**config.mk**
```make
export PLATFORM = sky130hd
export DESIGN_NAME = demux_1_to_8_rx
export DESIGN_NICKNAME = d
export VERILOG_FILES = /design/src/rtl/demux_1_to_8_pkg.sv /design/src/rtl/demux_out_reg.sv /design/src/rtl/demux_1_to_8_rx.sv
export SDC_FILE = /design/constraint.sdc
export NUM_CORES = 1
export LEC_CHECK = 0
export CORE_MARGIN = 5
export CORE_UTILIZATION = 47
export CTS_CLUSTER_SIZE = 28
export DETAILED_ROUTE_END_ITERATION = 10
export PLACE_DENSITY = 0.71
export SYNTH_ARGS = -nofsm -noshare
export SYNTH_HDL_FRONTEND = slang
export SYNTH_SLANG_ARGS = --single-unit
```
**constraint.sdc**
```tcl
create_clock -name clk -period 1.7 [get_ports clk]
set_input_delay 0.51 -clock clk [delete_from_list [all_inputs] [get_ports clk]]
set_output_delay 0.51 -clock clk [all_outputs]
set_load 0.02 [all_outputs]
```
**src/rtl/demux_1_to_8_pkg.sv**
```systemverilog
// rtl/demux_1_to_8_pkg.sv - shared types and constants for the 1-to-8 serial demultiplexer
// Purpose: receiver state encoding, channel count, select width and idle-counter width.
// Ports: none (package).
package demux_1_to_8_pkg;

    localparam int N_CH  = 8;
    localparam int SEL_W = 3;
    localparam int TO_W  = 8;

    typedef enum logic [1:0] {
        IDLE = 2'd0,
        RECV = 2'd1,
        PAR  = 2'd2
    } state_t;

endpackage

```
**src/rtl/demux_out_reg.sv**
```systemverilog
// rtl/demux_out_reg.sv - output holding register with valid/ready handshake and overrun pulse
// Purpose: holds one reconstructed word until the consumer accepts it.
// Ports:
//   clk, rst            clock, synchronous active-high reset
//   commit, commit_data strobe + word from the receiver
//   out_ready           consumer accept
//   out_data, out_valid held word and its valid flag
//   overrun             one-cycle pulse when a committed word could not be stored
module demux_out_reg
    import demux_1_to_8_pkg::*;
(
    input  logic            clk,
    input  logic            rst,
    input  logic            commit,
    input  logic [N_CH-1:0] commit_data,
    input  logic            out_ready,
    output logic [N_CH-1:0] out_data,
    output logic            out_valid,
    output logic            overrun
);

    logic [N_CH-1:0] data_q, data_d;
    logic            valid_q, valid_d;
    logic            overrun_q, overrun_d;

    always_comb begin
        data_d    = data_q;
        valid_d   = valid_q & ~out_ready;
        overrun_d = 1'b0;
        if (commit) begin
            // A word being accepted this cycle frees the register for the new one.
            if (!valid_q || out_ready) begin
                data_d  = commit_data;
                valid_d = 1'b1;
            end else begin
                overrun_d = 1'b1;
            end
        end
    end

    always_ff @(posedge clk) begin
        if (rst) begin
            data_q    <= '0;
            valid_q   <= 1'b0;
            overrun_q <= 1'b0;
        end else begin
            data_q    <= data_d;
            valid_q   <= valid_d;
            overrun_q <= overrun_d;
        end
    end

    assign out_data  = data_q;
    assign out_valid = valid_q;
    assign overrun   = overrun_q;

endmodule

```
**src/rtl/demux_1_to_8_rx.sv**
```systemverilog
// rtl/demux_1_to_8_rx.sv - 1-to-8 time-division demultiplexer receiver with framing and timeout
// Purpose: rebuilds 8-bit words from a serial stream (channel 0 first, marked by in_start).
// Optional macro DEMUX_1_TO_8_PARITY_EN adds a ninth even-parity bit per frame.
// Ports:
//   clk, rst                     clock, synchronous active-high reset
//   in_bit, in_valid, in_start   serial input, valid qualifier, frame start marker
//   sel                          next channel expected
//   out_data, out_valid, out_ready  word output handshake
//   overrun, timeout_err, parity_err  one-cycle error pulses
module demux_1_to_8_rx
    import demux_1_to_8_pkg::*;
#(
    parameter int TIMEOUT = 16
) (
    input  logic             clk,
    input  logic             rst,
    input  logic             in_bit,
    input  logic             in_valid,
    input  logic             in_start,
    output logic [SEL_W-1:0] sel,
    output logic [N_CH-1:0]  out_data,
    output logic             out_valid,
    input  logic             out_ready,
    output logic             overrun,
    output logic             timeout_err,
    output logic             parity_err
);

    state_t           state_q, state_d;
    logic [SEL_W-1:0] sel_q, sel_d;
    logic [N_CH-1:0]  shreg_q, shreg_d;
    logic [TO_W-1:0]  idle_q, idle_d;
    logic             terr_q, terr_d;
    logic             perr_d;
    logic             commit;

    always_comb begin
        state_d = state_q;
        sel_d   = sel_q;
        shreg_d = shreg_q;
        idle_d  = '0;
        terr_d  = 1'b0;
        perr_d  = 1'b0;
        commit  = 1'b0;

        if (in_valid && in_start) begin
            // Start marker always (re)aligns the frame, from any state.
            shreg_d    = '0;
            shreg_d[0] = in_bit;
            sel_d      = SEL_W'(1);
            state_d    = RECV;
        end else if (in_valid) begin
            case (state_q)
                RECV: begin
                    shreg_d[sel_q] = in_bit;
                    sel_d          = sel_q + SEL_W'(1);
                    if (sel_q == SEL_W'(N_CH - 1)) begin
`ifdef DEMUX_1_TO_8_PARITY_EN
                        state_d = PAR;
`else
                        commit  = 1'b1;
                        state_d = IDLE;
`endif
                    end
                end
`ifdef DEMUX_1_TO_8_PARITY_EN
                PAR: begin
                    if (in_bit == ^shreg_q) commit = 1'b1;
                    else                    perr_d = 1'b1;
                    sel_d   = '0;
                    state_d = IDLE;
                end
`endif
                default: ;
            endcase
        end else if (state_q != IDLE) begin
            // Stall inside a frame: abort once TIMEOUT idle cycles have elapsed.
            if (idle_q == TO_W'(TIMEOUT - 1)) begin
                terr_d  = 1'b1;
                sel_d   = '0;
                state_d = IDLE;
            end else begin
                idle_d = idle_q + TO_W'(1);
            end
        end
    end

    always_ff @(posedge clk) begin
        if (rst) begin
            state_q <= IDLE;
            sel_q   <= '0;
            shreg_q <= '0;
            idle_q  <= '0;
            terr_q  <= 1'b0;
        end else begin
            state_q <= state_d;
            sel_q   <= sel_d;
            shreg_q <= shreg_d;
            idle_q  <= idle_d;
            terr_q  <= terr_d;
        end
    end

`ifdef DEMUX_1_TO_8_PARITY_EN
    logic perr_q;
    always_ff @(posedge clk) begin
        if (rst) perr_q <= 1'b0;
        else     perr_q <= perr_d;
    end
    assign parity_err = perr_q;
`else
    assign parity_err = 1'b0;
`endif

    demux_out_reg u_out_reg (
        .clk         (clk),
        .rst         (rst),
        .commit      (commit),
        .commit_data (shreg_d),
        .out_ready   (out_ready),
        .out_data    (out_data),
        .out_valid   (out_valid),
        .overrun     (overrun)
    );

    assign sel         = sel_q;
    assign timeout_err = terr_q;

endmodule
```
; Word-level counts from Yosys, hierarchy flattened
; Index checks and enable logic that the tools add are counted.
[totals]
elab_cells = 68
register_bits = 32
inputBits = 6
[op_classes]
n_bitwise = 4
n_reduce_logical = 18
muxes = 25
add_sub_neg = 2
n_lt_le_gt_ge = 2
eq_ne = 7
[op_table]
columns = cell, count
row1 = two-way mux 8 bit, 3
row2 = two-way mux 3 bit, 4
row3 = two-way mux 1 bit, 11
row4 = two-way mux 2 bit, 5
row5 = adder 8 x 1 -> 8 bit (second input constant), 1
row6 = bitwise mux 8 bit, 1
row7 = equality test 8 x 4 -> 1 bit (second input constant), 1
row8 = AND reduction 4 bit, 2
row9 = inequality test 3 x 1 -> 1 bit (second input constant), 2
row10 = AND reduction 3 bit, 2
row11 = nonzero test 2 bit, 3
row12 = nonzero test 3 bit, 2
row13 = OR reduction 5 bit, 1
row14 = < comparator 3 x 4 -> 1 bit (second input constant), 1
row15 = inequality test 2 x 1 -> 1 bit (second input constant), 2
row16 = OR reduction 2 bit, 2
row17 = OR reduction 4 bit, 1
row18 = adder 3 x 1 -> 3 bit (second input constant), 1
row19 = demux 1 bit (select 3 bit), 1
row20 = equality test 3 bit (second input constant), 1
row21 = >= comparator 3 x 1 -> 1 bit (second input constant), 1
row22 = inverter 1 bit, 3
row23 = equality test 2 x 1 -> 1 bit (second input constant), 1
row24 = logical AND 1 bit, 2
row25 = 4 further kinds, 4

; Logic depth before layout (Yosys ltp)
[depth]
word_depth = 8
mapped_depth = 8

; Hierarchy
; From an unflattened synthesis, not the netlist that was laid out.
[unflattened]
cells_unflattened = 171
hier_area_um2 = 1498.9
[modules_own_cells]
columns = mod, seq_area_each_um2, instances, cells_each, area_per_inst_um2
row1 = demux_1_to_8_rx, 420.4, 1, 130, 1062.3
row2 = demux_out_reg, 200.2, 1, 41, 436.7

; Worst setup path after synthesis
; OpenSTA, ideal clock, no wires.
[synth_path]
path_kind = register to register
startpoint = register sel_q[1] (netlist: sel[1])
endpoint = register u_out_reg.data_q[5] (netlist: u_out_reg.out_data[5])
stages_incl_launch_ff = 9
t_arrival_ns = 1.706
required_ns = 1.620
path_slack_ns = -0.085
period_less_slack_ns = 1.785
cell_sequence = dfxtp_1 ha_1 ha_1 nand4b_4 nor2b_2 buf_6 buf_12 nor2_1 a211oi_2
[synth_via]
elab_chain_len = 8
[synth_lines]
columns = element, line
row1 = start: declaration, demux_1_to_8_rx.sv:30  ; logic [SEL_W-1:0] sel_q, sel_d;
row2 = start signal: assignment, demux_1_to_8_rx.sv:97  ; sel_q <= sel_d;
row3 = < comparator 3 x 4 -> 1 bit (implied by the code) or >= comparator 3 x 1 -> 1 bit (tied branches), demux_1_to_8_rx.sv:55  ; shreg_d[sel_q] = in_bit;
row4 = logical AND 1 bit (implied by the code), demux_1_to_8_rx.sv:55
row5 = two-way mux 1 bit (implied by the code), demux_1_to_8_rx.sv:55
row6 = demux 1 bit (select 3 bit), demux_1_to_8_rx.sv:55
row7 = bitwise mux 8 bit, demux_1_to_8_rx.sv:55
row8 = two-way mux 8 bit, demux_1_to_8_rx.sv:53  ; case (state_q)
row9 = two-way mux 8 bit, demux_1_to_8_rx.sv:52  ; end else if (in_valid) begin
row10 = two-way mux 8 bit, demux_1_to_8_rx.sv:46  ; if (in_valid && in_start) begin
row11 = end signal: assignment, demux_out_reg.sv:47  ; data_q <= data_d;
row12 = end: declaration, demux_out_reg.sv:22  ; logic [N_CH-1:0] data_q, data_d;
; Several ways; a longest one is shown, not always the timed one.
; A chain may end at the register's enable or synchronous reset.

; Worst setup path after layout
[layout_path]
startpoint = register sel_q[0] (netlist: sel[0])
endpoint = output sel[0]
[layout_lines]
columns = element, line
row1 = end: declaration, demux_1_to_8_rx.sv:20  ; output logic [SEL_W-1:0] sel,
; No word-level cell between the ends.

==> run metrics <==
synthesis-to-layout area growth 26.1%; drt pass-1 iters 4; crit path setup slack, layout 0.0976 ns; met2 WL 1220 um; Power Dens Cells 822 nW/um^2; Seq pwr share 0.521; initial DRC count 39; Top Layer Used met4; Worst R2R Path Depth 7; IO Pins 21; maximum clock frequency 624 MHz; CP delay by family, top flip-flops; antenna violations before repair 0; clock group share of total power 0.420; number of fill cells 232; fraction of layout cells with a size suffix above 1 0.229; most common library cell in the layout ignoring fill and taps nor2_1; Fin. Hold Viols 0; sw frac 0.214; flops & latches, synth 31; clock-pin slew on the worst setup and hold paths 0.10 ns; Arrival @ worst endpoint 1.09 ns; Die Wd 64.0 um; clock skew 0.0130 ns; max-capacitance violation count 0; # clock sinks 31; Clk Latency, worst-skew pair 0.33 ns; most frequent cells in the layout nor2_1, dfxtp_1, dlygate4sd2_1, buf_4; Initial Utilization 0.493; NetSw 0.000305 W; GRT overflow 0; reg2reg start sel[0]; Routed met3 length 168 um; outcome finished, final reports clean; cell count after synthesis 141; worst hold stages 1; routed metal-1 wirelength 1300 um; Post-synth top flop dfxtp_1; DP HPWL 1980 um; crit path buf inv count 1; mapped cell area 1370 sq um; DRC errors left 0; syn avg cell area 9.73 sq um; CTS root buf clkbuf_4; crit path cell chain dlygate4sd2_1; H-tree levels 2; Synthesis Warnings 0; Worst Hold Launch idle_q[0]; Hold Path End idle_q[0]; non-filler cells, final 206; sequential-to-total area share from yosys stat 0.452; fin crit share 0.943; Slowest Stage Delay on Critical Path 0.41 ns; Unique masters post-synth 35; critical path endpoint category output pin; Hold Crit Class flop to flop; # nets final 183; maximum vdd drop 0.783 mV; GRT Util Overall 0.149; routability cong. 0.764; Core Box Area 2780 sq um; DR vias/cell 5.17; slowest cell on the critical path dfxtp_4; number of flops mapped to enable cells by yosys 0; Setup WS pre-CTS -0.227 ns; row count 19; asr flop ratio synth 0; Vias 1,064; vias in the first global route 1,043; # hold bufs at CTS 0; WP data required 1.19 ns; Final ANT Viol Nets 0; CTS tree done; TNS Setup 0 ns; WL final 2740 um; antenna cells 0; placed instance count 198; Max Slew Vio Count 0; share of the synthesized area in the top cell type 0.452; first-pass GRT wire length 4910 um; clock buffer depth 2; FF-to-FF setup slack 0.16 ns; area of the die 4100 sq um; largest fanout on the critical path 9; syn_nets 150; internal power 0.00112 W; die height 64.0 um; Port Buffer Count 19; Avg WL per Cell 13.3 um; cell leakage power 0.703 nW; RSZ-0062 raised after global routing false; largest net degree at the start of global routing 17; worst flop-to-flop path endpoint u_out_reg.out_data[6]; crit path launch type flop; min Tclk post-route 1.60 ns; crit path kind flop to output pin; combinational power share 0.059; Area contributors post-synth dfxtp_1, nor2_1, mux2i_1, a211oi_2, nor3_2; TritonCTS buffer count 5; final setup vio count 0; Yosys top cell by area dfxtp_1
## registers in the layout, indices dropped and copies added (netlist names)
register / cells
idle_q: 8
u_out_reg.out_valid: 1
timeout_err: 1
sel: 3
state_q: 1
u_out_reg.overrun: 1
u_out_reg.out_data: 8
shreg_q: 8
## power by group through the flow
| stage | registers, W | clock network [W] | logic, W |
|---|---|---|---|
| floorplan | 0.000757 | 0 | 0.0000501 |
| CTS | 0.000742 | 0.000611 | 0.0000840 |
| detailed placement | 0.000759 | 0 | 0.0000851 |
| finish | 0.000741 | 0.000596 | 0.0000841 |
| global route | 0.000743 | 0.000649 | 0.0000926 |
| global placement | 0.000758 | 0 | 0.0000834 |
## worst max-delay path by stage
stage	start	end	cells past startpoint	slack (ns)
after floorplan	sel[1]	u_out_reg.out_data[5]	8	0.09
after global placement	in_valid	u_out_reg.out_data[1]	6	-0.22
after detailed placement	in_valid	u_out_reg.out_data[5]	6	-0.23
after CTS	sel[0]	sel[0]	1	0.04
after global routing	sel[0]	u_out_reg.out_data[4]	7	0.01
final	sel[0]	sel[0]	1	0.1
## final cells by class
cell class | instances | area, sq um | share of cell area
sequential | 31 | 626 | 0.362
clock inverter | 2 | 35.0 | 0.0202
tap | 31 | 38.8 | 0.0224
inverter | 2 | 7.51 | 0.00434
clock buffer | 6 | 51.3 | 0.0296
multi-input combinational | 100 | 674 | 0.390
timing repair buffer | 34 | 298 | 0.172
## synth_stat cells (3+ instances only)
cell type  number
a211oi_1        3
a211oi_2        5
a21oi_1         7
buf_6           3
dfxtp_1        31
ha_1            3
mux2i_1         8
nand2_1         4
nand2b_1        4
nand3_1         6
nor2_1         30
nor3_2          4
o21ai_0         5
xor2_1          3
## what timing repair did
action	CTS	global route
buffers inserted	0	0
endpoints found under the setup margin	14	3
resized for setup	14	2
endpoints found under the hold margin	0	0
## cells by family (layout without fill, tap and decap cells)
group,Yosys count,after routing,share of synthesized area
AND/OR/NAND/NOR,61,61,0.253
flip-flops,31,31,0.452
AO/OA/AOI/OAI,23,23,0.122
buffers and inverters,10,44,0.0593
multiplexers,8,8,0.0583
XOR/XNOR,4,4,0.0255
adder cells (fa/ha/maj),3,3,0.0274
other,1,1,0.00273
## per-layer routing
layer | vias up | track usage
met5 | - | 0
met4 | 0 | 0.0623
met3 | 7 | 0.0613
met2 | 31 | 0.222
met1 | 477 | 0.190
li1 | 549 | -
## through the flow
step           area [sq um]  hold slack [ns]  power [W]  utilization
3_3_place_gp           1660            0.441   0.000842        0.595
5_1_grt                1730            0.511    0.00148        0.622
6_report               1730            0.470    0.00142        0.622
3_5_place_dp           1660            0.453   0.000844        0.595
4_1_cts                1720            0.474    0.00144        0.620
2_1_floorplan          1380            0.426   0.000807            -
(Power assumes the default switching activity.)
